### config.mk
export PLATFORM = sky130hd
export DESIGN_NAME = fc_argmax
export DESIGN_NICKNAME = d
export VERILOG_FILES = /design/src/rtl/fc_pkg.sv /design/src/rtl/fc_argmax.sv
export SDC_FILE = /design/constraint.sdc
export NUM_CORES = 1
export LEC_CHECK = 0
export ABC_AREA = 1
export BUFFER_PORTS_ARGS = -buffer_cell sky130_fd_sc_hd__buf_2
export CORE_MARGIN = 10
export CORE_UTILIZATION = 30
export CTS_CLUSTER_DIAMETER = 100
export CTS_CLUSTER_SIZE = 16
export DETAILED_ROUTE_END_ITERATION = 10
export GPL_TIMING_DRIVEN = 1
export PLACE_DENSITY = 0.47
export SYNTH_ARGS = -nofsm -noshare
export SYNTH_HDL_FRONTEND = slang
export SYNTH_SLANG_ARGS = --single-unit
### constraint.sdc
create_clock -name clk_i -period 3.1 [get_ports clk_i]
set_input_delay 0.465 -clock clk_i [delete_from_list [all_inputs] [get_ports clk_i]]
set_output_delay 0.465 -clock clk_i [all_outputs]
set_load 0.05 [all_outputs]
### src/rtl/fc_pkg.sv
// Shared types and helpers for the fc_argmax classification stage.
package fc_pkg;

  typedef enum logic {ACCUM = 1'b0, DONE = 1'b1} argmax_state_t;

  // Returns the bit pattern of the most negative two's-complement value of the given width.
  function automatic logic [63:0] most_negative(input int unsigned width);
    most_negative = 64'd1 << (width - 32'd1);
  endfunction

endpackage

### src/rtl/fc_argmax.sv
// Streaming argmax over one frame of signed class scores, reporting the winner index,
// its score and the top-2 margin on a valid/ready output held until accepted.
module fc_argmax
  import fc_pkg::*;
#(
  parameter int WORD_SIZE   = 16,
  parameter int LAYER_WIDTH = 10,
  parameter int INDEX_WIDTH = $clog2(LAYER_WIDTH)
) (
  input  logic                   clk_i,
  input  logic                   reset_i,
  input  logic                   valid_i,
  output logic                   ready_o,
  input  logic [WORD_SIZE-1:0]   data_i,
  output logic                   valid_o,
  input  logic                   ready_i,
  output logic [INDEX_WIDTH-1:0] class_o,
  output logic [WORD_SIZE-1:0]   max_o,
  output logic [WORD_SIZE:0]     margin_o
);

  localparam logic [63:0] MOST_NEG_W = most_negative(WORD_SIZE);
  localparam logic signed [WORD_SIZE-1:0] MOST_NEG = MOST_NEG_W[WORD_SIZE-1:0];
  localparam logic [INDEX_WIDTH-1:0] LAST_IDX = INDEX_WIDTH'(LAYER_WIDTH - 1);

  argmax_state_t                 state_q, state_d;
  logic [INDEX_WIDTH-1:0]        count_q, count_d;
  logic signed [WORD_SIZE-1:0]   max_q, max_d;
  logic signed [WORD_SIZE-1:0]   second_q, second_d;
  logic [INDEX_WIDTH-1:0]        idx_q, idx_d;
  logic [INDEX_WIDTH-1:0]        class_q, class_d;
  logic [WORD_SIZE-1:0]          max_out_q, max_out_d;
  logic [WORD_SIZE:0]            margin_q, margin_d;
  logic signed [WORD_SIZE-1:0]   data_s;

  assign data_s   = $signed(data_i);
  assign ready_o  = (state_q == ACCUM);
  assign valid_o  = (state_q == DONE);
  assign class_o  = class_q;
  assign max_o    = max_out_q;
  assign margin_o = margin_q;

  // Top-2 tracking, beat counting and result capture.
  always_comb begin
    state_d   = state_q;
    count_d   = count_q;
    max_d     = max_q;
    second_d  = second_q;
    idx_d     = idx_q;
    class_d   = class_q;
    max_out_d = max_out_q;
    margin_d  = margin_q;
    case (state_q)
      ACCUM: begin
        if (valid_i) begin
          if (count_q == {INDEX_WIDTH{1'b0}}) begin
            max_d    = data_s;
            idx_d    = {INDEX_WIDTH{1'b0}};
            second_d = MOST_NEG;
          end else if (data_s > max_q) begin
            second_d = max_q;
            max_d    = data_s;
            idx_d    = count_q;
          end else if (data_s > second_q) begin
            second_d = data_s;
          end else begin
            second_d = second_q;
          end
          // Last beat: publish from the freshly updated top-2, not the registered copies.
          if (count_q == LAST_IDX) begin
            class_d   = idx_d;
            max_out_d = max_d;
            margin_d  = {max_d[WORD_SIZE-1], max_d} - {second_d[WORD_SIZE-1], second_d};
            count_d   = {INDEX_WIDTH{1'b0}};
            state_d   = DONE;
          end else begin
            count_d   = count_q + INDEX_WIDTH'(1);
          end
        end else begin
          state_d = ACCUM;
        end
      end
      DONE: begin
        if (ready_i) begin
          state_d = ACCUM;
        end else begin
          state_d = DONE;
        end
      end
      default: state_d = ACCUM;
    endcase
  end

  // State and datapath registers.
  always_ff @(posedge clk_i or posedge reset_i) begin
    if (reset_i) begin
      state_q   <= ACCUM;
      count_q   <= {INDEX_WIDTH{1'b0}};
      max_q     <= {WORD_SIZE{1'b0}};
      second_q  <= {WORD_SIZE{1'b0}};
      idx_q     <= {INDEX_WIDTH{1'b0}};
      class_q   <= {INDEX_WIDTH{1'b0}};
      max_out_q <= {WORD_SIZE{1'b0}};
      margin_q  <= {(WORD_SIZE+1){1'b0}};
    end else begin
      state_q   <= state_d;
      count_q   <= count_d;
      max_q     <= max_d;
      second_q  <= second_d;
      idx_q     <= idx_d;
      class_q   <= class_d;
      max_out_q <= max_out_d;
      margin_q  <= margin_d;
    end
  end

endmodule

Word-level counts from Yosys, hierarchy flattened:

Index checks and enable logic that the tools add are counted.

* bits in registers: 78
* bits of input ports: 20
* output and inout bits: 39
* logic and storage cells: 33

* $add $sub $neg: 2
* $lt $le $gt $ge: 2
* equality and inequality tests: 1
* mux-type cells: 16
* bitwise operators: 1
* reductions and logical operators: 3

Operators with widths (number)
* 16-bit 2-to-1 mux: 9
* 16-bit > comparator: 2
* 16-bit by 16-bit subtractor with 17-bit output: 1
* 4-bit 2-to-1 mux: 3
* 4-bit by 1-bit adder with 4-bit output (second input constant): 1
* 4-bit == test (second input constant): 1
* 4-bit logical NOT: 1
* 1-bit 2-to-1 mux: 3
* 3-bit AND reduction: 1
* 1-bit case mux with 2 select lines: 1
* 2-bit AND reduction: 1
* 1-bit inverter: 1

Depth between registers and ports, before layout:

* depth after elaboration: 7
* depth in mapped cells: 29
* depth with buffers taken out: 28

Worst setup path before layout:

No wires, ideal clock.

* path kind: input to register
* from: input port data_i[11]
* to: register margin_q[10], in the netlist margin_o[10]
* library setup time: 0.119 ns
* arrival time: 3.340 ns
* data required time: 2.981 ns
* setup slack: -0.359 ns
* stages on the path: 22
* buffers on the path: 1
* cells stage by stage: ha_1 > a21oi_1 > o21ai_1 > a21oi_2 > nand3_1 > nand3_4 > nand2_4 > inv_2 > buf_4 > nand2_2 > nand2_1 > ha_1 > inv_1 > fa_1 > nand3_1 > nand3_1 > a21boi_1 > o21ai_0 > a21oi_1 > or2_1 > nand3_1 > o21a_1

* word-level cells in the longest chain between the ends: 7
* elaborated cells between the ends (all ways): 12
* those cells by class: 1 x add/sub; 2 x order compare; 9 x mux

Ends and longest elaborated chain
* start: declaration: RTL line fc_argmax.sv:14 `input logic [WORD_SIZE-1:0] data_i,`
* 16-bit > comparator: RTL line fc_argmax.sv:64 `end else if (data_s > second_q) begin`
* 16-bit 2-to-1 mux: RTL line fc_argmax.sv:64
* 16-bit 2-to-1 mux: RTL line fc_argmax.sv:60 `end else if (data_s > max_q) begin`
* 16-bit 2-to-1 mux: RTL line fc_argmax.sv:56 `if (count_q == {INDEX_WIDTH{1'b0}}) begin`
* 16-bit 2-to-1 mux: RTL line fc_argmax.sv:55 `if (valid_i) begin`
* 16-bit 2-to-1 mux: RTL line fc_argmax.sv:53 `case (state_q)`
* 16-bit by 16-bit subtractor with 17-bit output (*): RTL line fc_argmax.sv:73 `margin_d = {max_d[WORD_SIZE-1], max_d} - {second_d[WORD_SIZE-1], second_d};`
* end signal: assignment: RTL line fc_argmax.sv:104 `margin_q <= {(WORD_SIZE+1){1'b0}};`
* end signal: assignment: RTL line fc_argmax.sv:113 `margin_q <= margin_d;`
* end: declaration: RTL line fc_argmax.sv:33 `logic [WORD_SIZE:0] margin_q, margin_d;`

Every way passes the cells marked *; elsewhere a longest branch is shown, timed or not. The select of a mux whose other input is x is not followed.
A chain may end at the register's enable or synchronous reset.

Final worst setup path:

* from: register max_q[7]
* to: register margin_q[10], in the netlist margin_o[10]

* word-level cells in the longest chain between the ends: 6
* elaborated cells between the ends (all ways): 10
* those cells by class: 1 x add/sub; 1 x order compare; 8 x mux

Ends and longest elaborated chain
* start: declaration: RTL line fc_argmax.sv:28 `logic signed [WORD_SIZE-1:0] max_q, max_d;`
* start signal: assignment: RTL line fc_argmax.sv:99 `max_q <= {WORD_SIZE{1'b0}};`
* start signal: assignment: RTL line fc_argmax.sv:108 `max_q <= max_d;`
* 16-bit > comparator: RTL line fc_argmax.sv:60
* 16-bit 2-to-1 mux: RTL line fc_argmax.sv:60
* 16-bit 2-to-1 mux: RTL line fc_argmax.sv:56
* 16-bit 2-to-1 mux: RTL line fc_argmax.sv:55
* 16-bit 2-to-1 mux: RTL line fc_argmax.sv:53
* 16-bit by 16-bit subtractor with 17-bit output (*): RTL line fc_argmax.sv:73

Marks and branches as above.

==> results.sh <==
export IMPL_outcome="complete, but fails checks"
export IMPL_failed_checks="setup timing"
export IMPL_syn_inst=746
export IMPL_grt_max_degree=48
export IMPL_grt_use_total_pct=14.9
export IMPL_post_route_util_pct=48.1
export IMPL_hold_buffers=0
export IMPL_max_cap_violations=0
export IMPL_viasPerCell=4.58
export IMPL_path_cells="inv_2 > ha_4 > a21o_1 > nor2_1 > nand2_1 > nand2_2 > nand2_2 > nand2_2 > nand3_4 > nand2_8 > buf_12 > nand2_4 > nand2_4 > ha_4 > inv_2 > fa_2 > nand3_2 > nand3_4 > a21boi_4 > o21ai_2 > a21oi_2 > or2_1 > nand3_1 > o21a_1"
export IMPL_clk_latency_ns=0.35
export IMPL_rsz0062_at_grt="true"
export IMPL_cp_num_buf_inv=3
export IMPL_grt_pass1_vias=5585
export IMPL_rr_worst_depth=24
export IMPL_h_tree_depth=3
export IMPL_worst_pin_slew_ns=0.903
export IMPL_gp_congestion=0.817
export IMPL_critical_path_endpoint_type="register"
export IMPL_worstPathArrival_ns=3.63
export IMPL_final_min_clock_period_ns=3.40
export IMPL_cpMostUsedCell="nand2_2"
export IMPL_antennaDiodeCount=0
export IMPL_setup_slack_ns=-0.296
export IMPL_synth_cell_types=38
export IMPL_die_h_um=154
export IMPL_synth_area_per_cell_sq_um=7.25
export IMPL_finalSetupViolCount=10
export IMPL_rrSetupSlack_ns=-0.30
export IMPL_critPathMaxFanout=8
export IMPL_cts_buffer_depth=2
export IMPL_required_ns=3.34
export IMPL_drtAntennaViolNets=0
export IMPL_critPathKind="register to register"
export IMPL_cpPeakStageDelay_ns=0.40
export IMPL_clkSlewWorstSetupHoldPaths_ns=0.06
export IMPL_cts_tree="built"
export IMPL_io_pins=59
export IMPL_max_slew_margin_pct=39.8
export IMPL_die_x_um=154
export IMPL_hold_class="primary input to async pin"
export IMPL_syn_to_final_growth_pct=58.5
export IMPL_path_depth=24
export IMPL_route_detailed_drc=0
export IMPL_finClkSkew_ns=0.0113
export IMPL_final_nets=1051
export IMPL_rows=49
export IMPL_first_pass_iters=4
export IMPL_cp_top_family="simple AND/OR/NAND/NOR gates"
export IMPL_drive_above_1_share_pct=44.8
export IMPL_core_area_sq_um=17800
export IMPL_r2r_start="max_q[7]"
export IMPL_start_util_pct=30.3
export IMPL_hpwl_um=13200
export IMPL_drt_wl_total_um=18000
export IMPL_syn_area_sq_um=5410
export IMPL_yosysWarningCount=0
export IMPL_crit_start="max_q[7]"
export IMPL_worstSetupEndpoint="margin_o[10]"
export IMPL_synth_nets=815
export IMPL_finalHoldViolCount=0
export IMPL_cp_slowest_cell="dfrtp_1"
export IMPL_ys_seq_area_share_pct=36.1
export IMPL_vias=5570
export IMPL_grt_overflow_total=0
export IMPL_grt_pass1_wl_um=28900
export IMPL_antenna_found_initial=0
export IMPL_start_kind="register"
export IMPL_synth_seq_cells=78
export IMPL_period_share_pct=110
export IMPL_wl_per_cell_um=14.8
export IMPL_cts_root_buffer="clkbuf_16"
export IMPL_drt_initial_drc_count=231
export IMPL_portBuffers=58
export IMPL_drv_slew=0
export IMPL_reg2reg_to="margin_o[10]"
export IMPL_die_area_sq_um=23800
export IMPL_cts_num_sinks=78
export IMPL_fmax_ghz=0.294
export IMPL_cts_buffers=9
export IMPL_setup_tns_ns=-2.04
## layer usage
metal | vias to the layer above | part of all wire, % | global-route usage [%]
met5 | - | 0 | 0
met4 | 0 | 1.4 | 3.51
met3 | 17 | 3.0 | 2.66
met2 | 71 | 51 | 26.2
met1 | 2622 | 45 | 18.4
li1 | 2860 | - | -
## area by class of cell
cell class	count	area, sq um
Timing Repair inverter	1	6.26
Multi-Input combinational cell	554	3850
Timing Repair Buffer	248	1850
Inverter	90	347
Fill cell	1785	9270
Clock buffer	14	254
Sequential cell	78	1950
Tap cell	229	287
Clock inverter	1	30.0
## layout by cell type, fill, tap and decap left out, drive strengths merged
cell type,synthesis,layout
nand2,314,314
buf,12,248
inv,90,90
dfrtp,78,78
ha,48,48
o21ai,47,47
nand3,37,37
a21oi,28,28
nor2,23,23
nand4,21,21
clkbuf,12,14
nor3,7,7
xnor2,6,6
xor2,5,5
o21bai,4,4
a31oi,3,3
a21o,2,2
nor4,2,2
and2,2,2
or2,2,2
clkinv,0,1
a21boi,1,1
o21a,1,1
fa,1,1
bufinv,0,1
## cell families after synthesis
logic type | after synthesis | share of synthesized area [%]
AOI/OAI and AO/OA | 86 | 9.58
xor gates and xnor gates | 11 | 1.78
adders and majority gates | 49 | 11.5
buffers and inverters | 114 | 8.72
DFF | 78 | 36.1
and+or+nand+nor | 408 | 32.4
## worst reg2reg max path: stages, from the launching register on
cell and delay [ns]:
dfrtp_1 0.40, inv_2 0.12, ha_4 0.21, a21o_1 0.17, nor2_1 0.10, nand2_1 0.08
nand2_2 0.09, nand2_2 0.06, nand2_2 0.10, nand3_4 0.12, nand2_8 0.15, buf_12 0.14
nand2_4 0.06, nand2_4 0.06, ha_4 0.12, inv_2 0.04, fa_2 0.35, nand3_2 0.11
nand3_4 0.11, a21boi_4 0.18, o21ai_2 0.09, a21oi_2 0.14, or2_1 0.11, nand3_1 0.06
o21a_1 0.14
## through the flow
step | instance area, sq um | instances | hold WS (ns) | setup slack (ns)
global placement | 7270 | 1167 | 0.462 | -0.611
detailed placement | 7270 | 1167 | 0.461 | -0.629
CTS | 8030 | 1196 | 0.204 | -0.268
global route | 8580 | 1215 | 0.234 | -0.511
finish | 8580 | 1215 | 0.182 | -0.296
floorplan | 5600 | 746 | 0.449 | -0.135
## timing repair
item	in CTS	in global routing
gates resized for setup	74	95
setup buffers	12	19
setup endpoints to repair	13	15
gates cloned	2	0
pin swaps	36	33
## cells in the mapped netlist
cell type,number,area [sq um]
a21boi_1,1,7.51
a21o_1,2,15.0
a21oi_1,26,130
a21oi_2,2,17.5
a31oi_1,3,18.8
and2_1,2,12.5
buf_1,1,3.75
buf_2,5,25.0
buf_4,3,22.5
buf_6,2,22.5
buf_8,1,15.0
clkbuf_1,12,45.0
dfrtp_1,78,1950
fa_1,1,20.0
ha_1,48,601
inv_1,87,327
inv_2,3,11.3
nand2_1,300,1130
nand2_2,12,75.1
nand2_4,2,22.5
nand3_1,33,165
nand3_2,2,20.0
nand3_4,2,35.0
nand4_1,21,131
nor2_1,23,86.3
nor3_1,5,25.0
nor3_2,1,10.0
nor3_4,1,16.3
nor4_1,2,12.5
o21a_1,1,7.51
o21ai_0,29,145
o21ai_1,3,15.0
o21ai_2,15,131
o21bai_1,4,30.0
or2_1,1,6.26
or2_2,1,6.26
xnor2_1,6,52.6
xor2_1,5,43.8
## sequential cells by signal, indices dropped and copies added, names as in the netlist
register  flops
margin_o     17
max_o        16
max_q        16
second_q     16
class_o       4
count_q       4
idx_q         4
valid_o       1
## worst min path at each step
stage	endpoint	slack, ns
2_1_floorplan	second_q[15]	0.45
5_1_grt	margin_o[15]	0.23
3_5_place_dp	max_o[14]	0.46
3_3_place_gp	max_o[4]	0.46
6_report	margin_o[16]	0.18
4_1_cts	margin_o[16]	0.20
Power is left out: the tool's default activity adds up to more than one toggle a clock period on the data nets, which glitch-free logic cannot reach.
